## src/rtl/mem_arbiter.sv

```systemverilog
// Two-requester arbiter (instruction fetch and data) for one shared memory port.
// Data has priority, fetch is protected from starvation, and a stuck access is timed out.
module mem_arbiter #(
   parameter int unsigned TIMEOUT    = 16,
   parameter int unsigned STARVE_MAX = 2
) (
   input  logic        clock,
   input  logic        reset,
   input  logic        if_req,
   input  logic [31:0] if_addr,
   output logic [31:0] if_rdata,
   output logic        if_valid,
   output logic        if_stall,
   input  logic        d_req,
   input  logic        d_rw,
   input  logic [31:0] d_addr,
   input  logic [31:0] d_wdata,
   input  logic [1:0]  d_size,
   output logic [31:0] d_rdata,
   output logic        d_valid,
   output logic        d_stall,
   output logic        mem_req,
   output logic        mem_rw,
   output logic [31:0] mem_addr,
   output logic [31:0] mem_wdata,
   output logic [1:0]  mem_size,
   input  logic [31:0] mem_rdata,
   input  logic        mem_ack,
   output logic        err
);

   localparam int unsigned WaitW   = (TIMEOUT > 1) ? $clog2(TIMEOUT) : 1;
   localparam int unsigned StarveW = (STARVE_MAX > 0) ? $clog2(STARVE_MAX + 1) : 1;
   localparam logic [WaitW-1:0]   WaitLast  = WaitW'(TIMEOUT - 1);
   localparam logic [StarveW-1:0] StarveLim = StarveW'(STARVE_MAX);

   typedef enum logic [1:0] {StIdle, StData, StFetch} state_e;

   state_e               state_q;
   logic [WaitW-1:0]     wait_cnt_q;
   logic [StarveW-1:0]   starve_cnt_q;

   logic busy, timed_out, done, d_done, f_done;
   logic arb_en, d_cand, f_cand, grant_d, grant_f;

   always_comb begin
      busy      = (state_q != StIdle);
      timed_out = busy & ~mem_ack & (wait_cnt_q == WaitLast);
      done      = busy & (mem_ack | timed_out);
      d_done    = (state_q == StData) & done;
      f_done    = (state_q == StFetch) & done;
      // A timed-out access always returns to idle; only an acked one may chain a grant.
      arb_en    = ~busy | mem_ack;
      d_cand    = d_req & ~d_done;
      f_cand    = if_req & ~f_done;
      grant_f   = arb_en & f_cand & (~d_cand | (starve_cnt_q == StarveLim));
      grant_d   = arb_en & d_cand & ~grant_f;
   end

   // Completion is combinational on mem_ack; a cycle in reset never completes.
   assign d_valid  = d_done & ~reset;
   assign if_valid = f_done & ~reset;
   assign d_rdata  = (d_valid & mem_ack) ? mem_rdata : 32'h0;
   assign if_rdata = (if_valid & mem_ack) ? mem_rdata : 32'h0;
   assign d_stall  = d_req & ~d_valid;
   assign if_stall = if_req & ~if_valid;

   always_ff @(posedge clock) begin
      if (reset) begin
         state_q      <= StIdle;
         wait_cnt_q   <= '0;
         starve_cnt_q <= '0;
         mem_req      <= 1'b0;
         mem_rw       <= 1'b0;
         mem_addr     <= 32'h0;
         mem_wdata    <= 32'h0;
         mem_size     <= 2'd0;
         err          <= 1'b0;
      end else begin
         if (timed_out) begin
            err <= 1'b1;
         end

         if (!if_req || grant_f) begin
            starve_cnt_q <= '0;
         end else if (grant_d && (starve_cnt_q != StarveLim)) begin
            starve_cnt_q <= starve_cnt_q + StarveW'(1);
         end

         if (grant_d) begin
            state_q    <= StData;
            wait_cnt_q <= '0;
            mem_req    <= 1'b1;
            mem_rw     <= d_rw;
            mem_addr   <= d_addr;
            mem_wdata  <= d_wdata;
            mem_size   <= d_size;
         end else if (grant_f) begin
            state_q    <= StFetch;
            wait_cnt_q <= '0;
            mem_req    <= 1'b1;
            mem_rw     <= 1'b0;
            mem_addr   <= if_addr;
            mem_wdata  <= 32'h0;
            mem_size   <= 2'd2;
         end else if (done) begin
            state_q <= StIdle;
            mem_req <= 1'b0;
         end else if (busy) begin
            wait_cnt_q <= wait_cnt_q + WaitW'(1);
         end
      end
   end

endmodule

```

## config.mk

```make
export PLATFORM = sky130hd
export DESIGN_NAME = mem_arbiter
export DESIGN_NICKNAME = d
export VERILOG_FILES = /design/src/rtl/mem_arbiter.sv
export SDC_FILE = /design/constraint.sdc
export NUM_CORES = 1
export LEC_CHECK = 0
export CAP_MARGIN = 20
export CORE_AREA = 2 2 107 109
export CTS_BUF_LIST = sky130_fd_sc_hd__clkbuf_16
export CTS_CLUSTER_SIZE = 8
export DETAILED_ROUTE_END_ITERATION = 6
export DIE_AREA = 0 0 109 111
export PLACE_DENSITY = 0.81
export SLEW_MARGIN = 30
export SYNTH_ARGS = -nofsm -noshare
export SYNTH_HDL_FRONTEND = slang
export SYNTH_SLANG_ARGS = --single-unit
```

## constraint.sdc

```tcl
create_clock -name clock -period 2.3 [get_ports clock]
set_input_delay 0.345 -clock clock [delete_from_list [all_inputs] [get_ports clock]]
set_output_delay 0.345 -clock clock [all_outputs]
set_load 0.05 [all_outputs]
```

==> summary.md <==
| Metric | Value |
|---|---|
| Outcome | `finished, final reports clean` |
| Req. time, crit path | `a little under 2000 ps` |
| Die area | `approximately 0.012 mm²` |
| Largest net degree at the start of global routing | `54` |
| Setup violators final | `0` |
| Cell Rows | `39` |
| Die extent in x | `around 110 µm` |
| Vias in the first global route | `about 4500` |
| Nets@finish | `~840` |
| R2r setup slk | `~370 ps` |
| Gr ovfl total | `0` |
| M2 GR Usage | `0.436` |
| Clock Tree Buf Depth | `2` |
| Crit path to | `d_valid` |
| Final hold vios | `0` |
| Max-slew headroom | `0.619` |
| Initial DRC count | `about 340` |
| Synth top area share | `0.414` |
| Hpwl dp | `12.0 mm` |
| Wire length per cell | `around 19 µm` |
| Critical Path Sink Type | `output port` |
| Final Skew | `8.47 ps` |
| Leakage power | `between 0.002 and 0.003 µW` |
| Fmax | `approximately 440 MHz` |
| Critical R2R Capture | `mem_addr[4]$_SDFFE_PP0P_` |
| CORE AREA | `0.0111 mm²` |
| GR Util met1 | `0.298` |
| Synth Register Bits | `77` |
| H-tree level count | `3` |
| GRT Total Usage | `0.252` |
| Worst-path clk slew | `about 70 ps` |
| Crit path kind | `reg -> out` |
| Syn Inst Count | `448` |
| Slew @ Worst Pin | `roughly 570 ps` |
| Global-route wire length before repair | `about 24 mm` |
| Post-Syn Area | `~0.0037 mm²` |
| Net Count, Synth | `slightly below 600` |
| Maximum fanout along the worst path | `5` |
| Area contributors post-synth | `dfxtp_1, and2_1, a32oi_1` |
| Port Buf Inserts | `roughly 270` |
| Routability cong. | `about 0.90` |
| Syn Area/Cell | `8.32 µm²` |
| Final min period | `between 2000 and 2500 ps` |
| Final ANT Viol Nets | `0` |
| Critical path arrival | `roughly 1900 ps` |
| Peak VDD IR | `approximately 0.5 mV` |
| Final hold slack | `between 400 and 500 ps` |
| Post-synthesis sequential area ratio | `0.414` |
| Number of synthesis warnings | `0` |
| Placed Area | `approximately 0.0073 mm²` |
| Yosys cell types | `36` |
| Number of flops mapped to enable cells by yosys | `0` |
| Final WL | `15.9 mm` |
| Ys flop type | `dfxtp_1` |
| Hold Crit Class | `reg -> reg` |
| Synth area leader | `dfxtp_1` |
| Worst Setup Start Kind | `flip-flop` |
| Final period util | `0.978` |
| Via density | `approximately 5.3` |
| TritonRoute pass-1 iters | `4` |
| Initial Utilization | `0.336` |
| DRC Markers | `0` |
| TritonCTS buffer count | `9` |
| Design area | `approximately 0.0076 mm²` |
| CP Launch Point | `wait_cnt_q[0]$_SDFFE_PP0P_` |
| I/O Pins | `273` |
| Hold Startpoint | `err$_SDFFE_PP0P_` |
| Root Driver | `clkbuf_16` |
| M3 GR Usage | `0.0670` |
| Launching point of the worst reg2reg path | `starve_cnt_q[0]$_SDFFE_PP0P_` |
| Final Max Slew Viols | `0` |
| Share of layout cells above drive strength 1 | `0.161` |
| Reg2Reg Depth | `7` |
| Pwr Density | `~630 mW/mm²` |
| Hold path cells | `2` |
| CTS tree | `yes` |
| Layout area overhead | `105%` |
| Clock Latency Late Sink | `between 300 and 400 ps` |
| Maximum capacitance violations | `0` |
| Routed vias | `roughly 4500` |
| CTS Sinks | `just under 80` |
| Most Crowded Layer GR | `met2` |
| Vert. Die Dim | `111 µm` |
| Post-synth ARST share | `0` |
| Initial antenna violation count | `2` |
[cell usage in the layout, fill, tap and decap left out, drive strengths merged, types with 2 or more instances in the layout]
master	n
clkdlybuf4s50	202
buf	87
nor2	78
dfxtp	77
and2	65
a32oi	35
a311oi	33
o21ai	33
nand3	32
clkbuf	9
inv	9
a21oi	6
nor3	6
nand3b	3
nor4b	3
nand2	2
a2111oi	2
xnor2	2
bufinv	2
ha	2
[registers in the layout (all words and copies together), names as in the netlist]
| name | flops |
|---|---|
| mem_addr | 32 |
| mem_wdata | 32 |
| wait_cnt_q | 4 |
| mem_size | 2 |
| starve_cnt_q | 2 |
| state_q | 2 |
| err | 1 |
| mem_req | 1 |
| mem_rw | 1 |
[synthesized netlist by cell type (2+ instances only)]
master / number
nor3_1: 6
nand3b_1: 3
a21oi_1: 6
nand3_1: 32
o21ai_0: 15
buf_4: 5
buf_2: 17
nor2_1: 78
nor4b_1: 2
ha_1: 2
nand2_1: 2
a311oi_1: 33
clkbuf_1: 26
dfxtp_1: 77
and2_1: 65
xnor2_1: 2
o21ai_1: 18
a2111oi_0: 2
inv_1: 6
a32oi_1: 35
[worst min-delay path by stage]
stage | to | slack (ps)
floorplan | wait_cnt_q[2]$_SDFFE_PP0P_ | 470
global placement | err$_SDFFE_PP0P_ | 450
detailed placement | mem_wdata[9]$_SDFFE_PP0P_ | 480
CTS | mem_addr[20]$_SDFFE_PP0P_ | 490
global route | mem_addr[23]$_SDFFE_PP0P_ | 520
finish | err$_SDFFE_PP0P_ | 490
[kinds of logic (layout without fill, tap and decap cells)]
logic type / Yosys count / after routing / synth area share
simple gates: 193 / 193 / 0.262
fa+ha+maj: 2 / 2 / 0.00671
mux: 1 / 1 / 0.00269
xor+xnor: 2 / 2 / 0.00470
compound gates: 118 / 118 / 0.244
other cells: 0 / 1 / 0
flops: 77 / 77 / 0.414
buf+inv: 55 / 311 / 0.0662
[worst max-delay path, stage by stage, from the launching register on]
cell and delay [ps]:
dfxtp_1 400, ha_2 230, and3_1 240, nor2_2 100
nor4b_2 300, buf_4 180, buf_12 130
[timing repair]
item,4_1_cts,5_1_grt
pin swaps,1,1
setup buffers,0,1
hold buffers,0,0
gates resized for setup,2,3
setup endpoints to repair,2,35
[through the flow]
stage	std cells	power (µW)	TNS (ps)	worst slack, ps	utilization
floorplan	448	2550	-688	-344	-
global placement	830	3250	0	138	0.659
detailed placement	830	3300	0	70.4	0.659
CTS	846	4830	0	19.0	0.689
global route	848	4990	-40.7	-23.8	0.690
finish	848	4790	0	51.3	0.690
[report_power, final]
group	switching [µW]	internal (µW)
Sequential	75.5	1470
Clock	558	956
Combinational	1030	710
Total	1660	3130
[cell type report]
cell class                      instances  area [µm²]
Inverter                                6        22.5
Tap cell                              143         179
Clock inverter                          7        97.6
Fill cell                             838        3430
Antenna cell                            1        2.50
Clock buffer                            9         225
Timing Repair Buffer                  289        3600
Multi-Input combinational cell        316        1980
Sequential cell                        77        1540
[metal layers]
layer / wire length [µm] / part of all wire
met5: 0 / 0
met4: 407 / 0.026
met3: 1180 / 0.074
met2: 8090 / 0.51
met1: 6270 / 0.39
Power figures use the tool's default switching activity.
